### src/rtl/mult_sched_pkg.sv
// Shared definitions for the multiplier scheduler: FSM encodings, default widths
// and the watchdog counter width helper.
package mult_sched_pkg;

    localparam int N_DEF       = 8;
    localparam int REQ_DEF     = 4;
    localparam int TIMEOUT_DEF = 64;

    typedef enum logic [1:0] {
        IDLE   = 2'd0,
        LAUNCH = 2'd1,
        WAIT   = 2'd2,
        DONE   = 2'd3
    } state_e;

    localparam int TO_W_DEF = $clog2(TIMEOUT_DEF + 1);

    function automatic int timeout_width(input int limit);
        return $clog2(limit + 1);
    endfunction

endpackage

### src/rtl/mult_scheduler_rr_picker.sv
// Combinational round-robin priority encoder: searches req from last+1 upward
// with wrap and returns the first set index.
module rr_picker #(
    parameter int REQ = 4,
    parameter int IW  = 2
) (
    input  logic [REQ-1:0] req,
    input  logic [IW-1:0]  last,
    output logic           valid,
    output logic [IW-1:0]  idx
);

    logic [IW-1:0]  cand_s [REQ];
    logic [REQ-1:0] hit_s;

    for (genvar g = 0; g < REQ; g++) begin : g_cand
        assign cand_s[g] = IW'((int'(last) + g + 1) % REQ);
        assign hit_s[g]  = req[cand_s[g]];
    end

    // Priority select: walking down means the nearest candidate after last wins.
    always_comb begin
        valid = |hit_s;
        idx   = {IW{1'b0}};
        for (int k = REQ - 1; k >= 0; k--) begin
            idx = hit_s[k] ? cand_s[k] : idx;
        end
    end

endmodule

### src/rtl/mult_scheduler.sv
// Round-robin scheduler sharing one sequential multiplier between REQ clients.
// Optional watchdog on the WAIT state is enabled by defining MULT_SCHED_TIMEOUT_EN.
module mult_scheduler
    import mult_sched_pkg::*;
#(
    parameter int n       = N_DEF,
    parameter int REQ     = REQ_DEF,
    parameter int TIMEOUT = TIMEOUT_DEF
) (
    input  logic             clock,
    input  logic             reset,
    input  logic [REQ-1:0]   req,
    input  logic [REQ*n-1:0] a_in,
    input  logic [REQ*n-1:0] b_in,
    output logic [REQ-1:0]   grant,
    output logic [REQ-1:0]   done,
    output logic [2*n-1:0]   result,
    output logic             busy,
    output logic             error,
    output logic             mul_start,
    output logic [n-1:0]     mul_a,
    output logic [n-1:0]     mul_b,
    input  logic [2*n-1:0]   mul_product,
    input  logic             mul_finished
);

    localparam int IW = $clog2(REQ);

    state_e          state_r, state_nx_s;
    logic [IW-1:0]   idx_r, idx_nx_s, last_r;
    logic            pick_valid_s;
    logic [IW-1:0]   pick_idx_s;
    logic            timeout_s;
    logic            capture_s, finish_s;
    logic [REQ-1:0]  grant_nx_s, done_nx_s;
    logic            mul_start_nx_s, busy_nx_s;
    logic [n-1:0]    mul_a_nx_s, mul_b_nx_s;
    logic [2*n-1:0]  result_nx_s;

    function automatic logic [REQ-1:0] onehot(input logic [IW-1:0] i);
        return {{(REQ-1){1'b0}}, 1'b1} << i;
    endfunction

    rr_picker #(.REQ(REQ), .IW(IW)) u_picker (
        .req   (req),
        .last  (last_r),
        .valid (pick_valid_s),
        .idx   (pick_idx_s)
    );

`ifdef MULT_SCHED_TIMEOUT_EN
    localparam int TO_W = timeout_width(TIMEOUT);
    logic [TO_W-1:0] cnt_r;
    logic            error_nx_s;

    assign timeout_s = (state_r == WAIT) && (cnt_r == TO_W'(TIMEOUT - 1));

    // Watchdog counter: zero outside WAIT, so it is clear on every entry.
    always_ff @(posedge clock or negedge reset) begin
        if (!reset) begin
            cnt_r <= {TO_W{1'b0}};
        end else if (state_r == WAIT) begin
            cnt_r <= cnt_r + TO_W'(1);
        end else begin
            cnt_r <= {TO_W{1'b0}};
        end
    end

    // Error accompanies done only when the watchdog, not finished, ended WAIT.
    assign error_nx_s = finish_s && !mul_finished;

    // Registered error flag.
    always_ff @(posedge clock or negedge reset) begin
        if (!reset) begin
            error <= 1'b0;
        end else begin
            error <= error_nx_s;
        end
    end
`else
    assign timeout_s = 1'b0;
    assign error     = 1'b0;
`endif

    // State register plus the granted index and round-robin pointer.
    always_ff @(posedge clock or negedge reset) begin
        if (!reset) begin
            state_r <= IDLE;
            idx_r   <= {IW{1'b0}};
            last_r  <= IW'(REQ - 1);
        end else begin
            state_r <= state_nx_s;
            idx_r   <= idx_nx_s;
            last_r  <= (state_r == DONE) ? idx_r : last_r;
        end
    end

    // Next-state logic; finished is only honoured in WAIT so a stale flag is ignored.
    always_comb begin
        state_nx_s = state_r;
        idx_nx_s   = idx_r;
        case (state_r)
            IDLE: begin
                if (pick_valid_s) begin
                    state_nx_s = LAUNCH;
                    idx_nx_s   = pick_idx_s;
                end else begin
                    state_nx_s = IDLE;
                end
            end
            LAUNCH: state_nx_s = WAIT;
            WAIT: begin
                if (mul_finished || timeout_s) begin
                    state_nx_s = DONE;
                end else begin
                    state_nx_s = WAIT;
                end
            end
            DONE:    state_nx_s = IDLE;
            default: state_nx_s = IDLE;
        endcase
    end

    // Output decode from the next state so every output leaves a flop.
    always_comb begin
        capture_s      = (state_r == IDLE) && pick_valid_s;
        finish_s       = (state_r == WAIT) && (state_nx_s == DONE);
        grant_nx_s     = (state_nx_s == LAUNCH) ? onehot(idx_nx_s) : {REQ{1'b0}};
        done_nx_s      = (state_nx_s == DONE) ? onehot(idx_r) : {REQ{1'b0}};
        mul_start_nx_s = (state_nx_s == LAUNCH);
        busy_nx_s      = (state_nx_s != IDLE);
        mul_a_nx_s     = capture_s ? a_in[int'(pick_idx_s)*n +: n] : mul_a;
        mul_b_nx_s     = capture_s ? b_in[int'(pick_idx_s)*n +: n] : mul_b;
        if (finish_s) begin
            result_nx_s = mul_finished ? mul_product : {(2*n){1'b0}};
        end else begin
            result_nx_s = result;
        end
    end

    // Output registers.
    always_ff @(posedge clock or negedge reset) begin
        if (!reset) begin
            grant     <= {REQ{1'b0}};
            done      <= {REQ{1'b0}};
            result    <= {(2*n){1'b0}};
            busy      <= 1'b0;
            mul_start <= 1'b0;
            mul_a     <= {n{1'b0}};
            mul_b     <= {n{1'b0}};
        end else begin
            grant     <= grant_nx_s;
            done      <= done_nx_s;
            result    <= result_nx_s;
            busy      <= busy_nx_s;
            mul_start <= mul_start_nx_s;
            mul_a     <= mul_a_nx_s;
            mul_b     <= mul_b_nx_s;
        end
    end

endmodule
### config.mk
export PLATFORM = sky130hd
export DESIGN_NAME = mult_scheduler
export DESIGN_NICKNAME = d
export VERILOG_FILES = /design/src/rtl/mult_sched_pkg.sv /design/src/rtl/mult_scheduler_rr_picker.sv /design/src/rtl/mult_scheduler.sv
export SDC_FILE = /design/constraint.sdc
export NUM_CORES = 1
export LEC_CHECK = 0
export CORE_MARGIN = 1.5
export CORE_UTILIZATION = 40
export CTS_BUF_LIST = sky130_fd_sc_hd__clkbuf_4
export DETAILED_ROUTE_END_ITERATION = 12
export PLACE_DENSITY = 0.89
export SYNTH_ARGS = -nofsm -noshare
export SYNTH_HDL_FRONTEND = slang
export SYNTH_SLANG_ARGS = --single-unit
### constraint.sdc
create_clock -name clock -period 1.8 [get_ports clock]
set_input_delay 0.27 -clock clock [delete_from_list [all_inputs] [get_ports clock]]
set_output_delay 0.27 -clock clock [all_outputs]
set_load 0.005 [all_outputs]
==> run summary, run 1 <==
clock tree root buffer cell - clkbuf_4
fraction of power consumed by the clock network - 8.8%
top achievable clock speed - 546 MHz
first-pass GRT wire length - 9700 um
Non-Filler Cell Area, Final - 3960 um2
start point of the critical path - last_r[1]
Maximum Capacitance Violations - 0
vias per cell - 5.16
per-instance average area after synthesis - 12.4 um2
number of clock sinks seen by CTS - 48
Inserted Clock Buffers - 5
proportion of power drawn by flip-flops and latches - 33.4%
pwr dens - 1410 nW/um2
Hold WC Path Type - in -> async
WL final - 6570 um
utilization after layout - 71.1%
Final Hold Fails - 0
routed vias - 2094
gr ovfl total - 0
critical path launch point type - register
count of nets left with antenna violations after detail routing - 0
# port buffers - 128
synth warn - 0
post-synthesis cell type with the largest combined area - dfrtp_1
TritonCTS clock tree - done
Combinational Power Share - 57.7%
number of antenna violations at the first check in global routing - 0
minimum clock period - 1830 ps
area of the core - 5570 um2
leakage power - 1.76 nW
CTS HTree Levels - 2
crit path capture type - register
die height - 79.3 um
Post-Syn Area - 2330 um2
antenna cell count - 0
signal arrival time at the worst endpoint - 2050 ps
Skew-Pair Late Insertion Delay - 340 ps
number of global-route vias before repair - 2070
violated checks - setup timing
worst-case hold slack - 370 ps
Worst R2R Start - last_r[1]
switching share of total power - 33.5%
RSZ-0062 raised after global routing - yes
Max rail drop VDD - 0.709 mV
Worst-path clk slew - 130 ps
iteration-0 DRC count of the detailed router - 104
Layout Nets - 424
largest buffer count on any clock path - 2
largest cells by area after synthesis - dfrtp_1 (49%), mux2i_1 (15%), a22o_1 (6.0%)
Synth Net Count - 279
routed length per placed instance - 16.2 um
number of I/O pins - 130
number of different library cells in the post-synthesis netlist - 37
flip-flop and latch count after synthesis - 48
CP required - 2020 ps
outcome - finished, violations left
sw power - 0.00188 W
final clock period utilization by the worst path - 102%
detailed-routing iteration count for the pre-antenna-repair pass - 4
portion of synthesized cell area occupied by the leading cell type - 49.4%
final setup margin - -33.0 ps
fraction of layout cells with a size suffix above 1 - 15.0%
DRC errors left - 0
floorplan die area - 6290 um2
Setup Total Neg Slack - -38.4 ps
Initial Utilization - 41.8%
number of failing setup endpoints in the final timing report - 2
Post-DP HPWL - 4910 um
commonest non-fill, non-tap cells in the layout - clkdlybuf4s50_1 (126), dfrtp_1 (46), mux2i_1 (30), nand2_1 (20)
routability congestion estimate - 0.753
portion of the post-synthesis area used by sequential elements - 51.7%
Fin Clk Skew - 9.80 ps
Crit Path Category - reg -> reg
area growth from synthesis to layout - 70.1%
gate count of the mapped netlist - 188
max-slew violation count - 0
pin count of the biggest net entering global routing - 23
most frequent standard cell in the layout excluding fill and tap cells - clkdlybuf4s50_1
row cnt - 27
Die W - 79.3 um
placed cell area - 3770 um2
Pint - 0.00372 W
total routing resource utilization after global routing - 19.9%
largest fanout on the critical path - 6
-- through the flow --
stage                     cells  total power (W)  setup WS (ps)
after floorplan             188          0.00339            162
after global placement      393          0.00480           -311
after detailed placement    393          0.00491           -374
after CTS                   402          0.00542           4.03
after global routing        406          0.00595           -104
final                       406          0.00560          -33.0
-- critical path, stage by stage (launching register included) --
cell and delay [ps]:
dfstp_2 600, nand2b_4 150, a21oi_4 60, o221ai_4 230, buf_12 160, buf_12 120, mux2i_1 230, o221ai_1 160
-- cell usage after synthesis --
| cell | count |
|---|---|
| a21o_1 | 1 |
| mux2_4 | 1 |
| ha_1 | 4 |
| and4_1 | 1 |
| buf_6 | 6 |
| dfrtp_1 | 46 |
| nor3b_1 | 2 |
| nand3_1 | 1 |
| mux2_2 | 2 |
| and2b_1 | 1 |
| buf_4 | 3 |
| inv_1 | 3 |
| o221ai_4 | 1 |
| or4_4 | 1 |
| and2_1 | 1 |
| nand2_2 | 2 |
| a21oi_1 | 1 |
| o221ai_1 | 16 |
| or2_1 | 1 |
| a21oi_2 | 1 |
| o21ai_1 | 1 |
| nor2_1 | 5 |
| and2b_2 | 1 |
| a31oi_1 | 1 |
| nand2b_1 | 3 |
| mux2i_1 | 35 |
| dfstp_2 | 2 |
| buf_2 | 2 |
| a22o_1 | 16 |
| nand3b_1 | 1 |
| nand3_2 | 1 |
| nand2_1 | 20 |
| conb_1 | 1 |
| clkbuf_1 | 1 |
| or2_2 | 1 |
| nor4_1 | 1 |
| nor3_1 | 1 |
-- final timing paths --
check	endpoint	cells after the start	slack [ps]
max in group asynchronous	mul_b[6]	3	860
min in group clock	mul_b[2]	2	500
max reg2reg	mul_a[2]	7	-30
max	mul_a[2]	7	-30
min reg2reg	mul_b[2]	2	500
min	result[15]	2	370
-- per-layer routing --
metal	track usage, %	share of wire (%)	vias to the layer above
li1	-	-	995
met1	23.8	40	1024
met2	35.6	54	71
met3	5.06	5.1	4
met4	4.74	0.75	0
met5	0	0	-
-- logic make-up (layout without fill, tap and decap cells) --
logic type,after synthesis,in the layout,synth area share (%)
other cells,1,1,0.161
compound gates,38,38,14.6
buf+inv,15,161,4.94
simple gates,44,44,9.83
flops,48,48,51.7
mux,38,38,16.7
fa+ha+maj,4,4,2.15
-- power groups by stage --
stage	sequential (W)	combinational, W	clock, W
2_1_floorplan	0.00189	0.00150	0
3_3_place_gp	0.00186	0.00294	0
3_5_place_dp	0.00188	0.00303	0
4_1_cts	0.00186	0.00303	0.000520
5_1_grt	0.00192	0.00346	0.000564
6_report	0.00187	0.00324	0.000495
-- timing repair --
action                                 4_1_cts  5_1_grt
hold buffers                                 1        0
resized for setup                            0       10
setup endpoints to repair                    0       34
setup buffers                                0        1
endpoints found under the hold margin       14        0
-- area by class of cell --
| cell class | count | area, um2 |
|---|---|---|
| inverter | 3 | 11.3 |
| fill | 421 | 1610 |
| sequential | 48 | 1200 |
| timing repair buffer | 150 | 1550 |
| clock inverter | 2 | 12.5 |
| tap | 72 | 90.1 |
| multi-input combinational | 125 | 1050 |
| clock buffer | 6 | 45.0 |
-- flip-flops by register name, summed over array words and instances (netlist names) --
| name | cells |
|---|---|
| result | 16 |
| mul_a | 8 |
| mul_b | 8 |
| done | 4 |
| grant | 4 |
| idx_r | 2 |
| last_r | 2 |
| state_r | 2 |
| busy | 1 |
| mul_start | 1 |
Note: power is estimated with default switching activity, not from simulation.
==> run 2: changes to the inputs <==
CORE_UTILIZATION = 25   (was 40)
DONT_BUFFER_PORTS = 1   (was default)
PLACE_DENSITY = 0.44   (was 0.89)
==> run 2 against run 1 <==
Compared with the run above:
- the flow still finishes with violations (setup timing)
- total power down 12%
- register-to-register slack better by 30 ps
- clock-buffer cell count down 1
- critical endpoint is now mul_a[6]
- final area down 26%
- critical path depth unchanged
- combinational power down 30%
- cell count down 20%
==> run summary, run 2 (synthesis gave the netlist of run 1 again) <==
Non-Filler Cell Area, Final - 2920 um2
die height - 99.5 um
top layer used by detailed routing - met4
slowest cell on the critical path - dfstp_2
routed vias - 1596
worst reg-to-reg path cell count - 7
Initial Utilization - 25.4%
number of I/O pins - 130
routed length per placed instance - 17.9 um
row cnt - 35
worst-margin pin slew - 591 ps
flip-flop count of the largest register, all copies and words added - 16
storage element area - 1200 um2
Post-DP HPWL - 3760 um
CP required - 2050 ps
destination of the worst hold path - result[3]
Worst R2R Start - last_r[1]
Die W - 99.5 um
number of filler cells placed in the layout - 894
worst stage delay on the critical path - 600 ps
Final Hold Fails - 0
pin count of the biggest net entering global routing - 49
reg2reg setup slack - -0.5 ps
cell count of the worst hold path - 1
WL final - 5830 um
most frequent standard cell in the layout excluding fill and tap cells - dfrtp_1
minimum clock period - 1800 ps
area growth from synthesis to layout - 25.4%
total met2 wirelength after detailed routing - 2840 um
combined area of the multi-input logic cells - 1090 um2
floorplan die area - 9900 um2
largest registers - result (16), mul_a (8), mul_b (8)
TritonCTS clock tree - done
CTS HTree Levels - 2
count of nets left with antenna violations after detail routing - 0
first-pass GRT wire length - 9240 um
violated checks - setup timing
Inserted Clock Buffers - 5
Max rail drop VDD - 0.621 mV
RSZ-0062 raised after global routing - yes
routed length on met1 - 2420 um
DRC errors left - 0
critical path launch point type - register
worst-path cell chain - nand2b_4, a21oi_4, o221ai_4, buf_12, buf_12, mux2i_2, o221ai_2
worst-case hold slack - 28.6 ps
max-slew violation count - 0
launch point of the worst hold path - mul_product[3]
fraction of layout cells with a size suffix above 1 - 22.4%
crit path capture type - register
endpoint of the lowest-slack register-to-register path - mul_a[6]
commonest non-fill, non-tap cells in the layout - dfrtp_1 (46), mux2i_1 (29), nand2_1 (20), a22o_1 (16), dlygate4sd3_1 (16)
# port buffers - 0
iteration-0 DRC count of the detailed router - 23
number of clock sinks seen by CTS - 48
number of failing setup endpoints in the final timing report - 1
Skew-Pair Late Insertion Delay - 360 ps
area of the core - 9150 um2
vias per cell - 4.91
signal arrival time at the worst endpoint - 2060 ps
routability congestion estimate - 0.662
largest buffer count on any clock path - 2
largest fanout on the critical path - 9
antenna cell count - 0
outcome - finished, violations left
cell repeated most along the worst path - buf_12
final setup margin - -0.468 ps
number of global-route vias before repair - 1776
leakage power - 1.31 nW
Fin Clk Skew - 7.23 ps
Layout Nets - 304
total routing resource utilization after global routing - 12.2%
buffers plus inverters on the worst setup path - 2
pwr dens - 1690 nW/um2
Top delay family on crit path - flip-flops
utilization after layout - 31.9%
placed cell area - 2470 um2
WL met3 - 542 um
Worst slew margin - 60.2%
clock tree root buffer cell - clkbuf_4
detailed-routing iteration count for the pre-antenna-repair pass - 4
Hold WC Path Type - in -> reg
gr ovfl total - 0
Crit Path Category - reg -> reg
number of antenna violations at the first check in global routing - 0
largest register by flop count - result
start point of the critical path - last_r[1]
Maximum Capacitance Violations - 0
final clock period utilization by the worst path - 100%
Worst-path clk slew - 150 ps
top achievable clock speed - 555 MHz
-- run 2: cell count changes in the layout (fill, tap and decap cells not counted), moves of 2 or more --
cell             previous run  this run
clkdlybuf4s50_1           126         0
dlygate4sd3_1               1        16
buf_4                      13         6
buf_16                      0         3
mux2i_4                     0         3
clkbuf_16                   2         0
mux2i_2                     5         3
nor2_1                      5         3
nor2_2                      0         2
-- run 2: final cells by class --
class                      instances  share of cell area, %
clock buffer                       5                   1.29
multi-input combinational        125                   37.4
clock inverter                     3                   1.63
inverter                           3                  0.386
tap                              111                   4.76
sequential                        48                   41.2
timing repair buffer              30                   13.3
-- run 2: through the flow --
step / setup WS [ps] / cells / TNS [ps] / power (W)
finish: -0.468 / 325 / -0.468 / 0.00494
global route: -81.2 / 325 / -905 / 0.00538
CTS: 9.76 / 322 / 0 / 0.00494
detailed placement: -47.2 / 295 / -47.2 / 0.00390
global placement: 12.3 / 295 / 0 / 0.00388
floorplan: 162 / 188 / 0 / 0.00339
-- run 2: report_power, final --
| part | total (W) | switching (W) | internal, W |
|---|---|---|---|
| logic | 0.00227 | 0.00105 | 0.00123 |
| registers | 0.00199 | 0.000410 | 0.00158 |
| clock network | 0.000676 | 0.000378 | 0.000298 |
-- run 2: worst max path at each step --
stage / to / slack, ps / cells after the start
after floorplan: mul_a[0] / 160 / 6
after detailed placement: mul_b[4] / -50 / 6
after CTS: mul_a[6] / 10 / 7
after global routing: mul_a[1] / -80 / 7
after global placement: mul_b[4] / 10 / 6
final: mul_a[6] / -0.5 / 7
-- run 2: timing repair --
| item | CTS | global route |
|---|---|---|
| pin swaps | 1 | 3 |
| cloned | 2 | 0 |
| setup buffers | 3 | 0 |
| hold buffers | 14 | 3 |
| endpoints found under the setup margin | 2 | 35 |
| resized for setup | 7 | 12 |
| hold endpoints to repair | 60 | 3 |
-- run 2: metal layers --
| layer | vias up | global-route usage (%) |
|---|---|---|
| met1 | 761 | 14.6 |
| met5 | - | 0 |
| met3 | 2 | 4.50 |
| met4 | 0 | 2.60 |
| li1 | 744 | - |
| met2 | 89 | 21.1 |
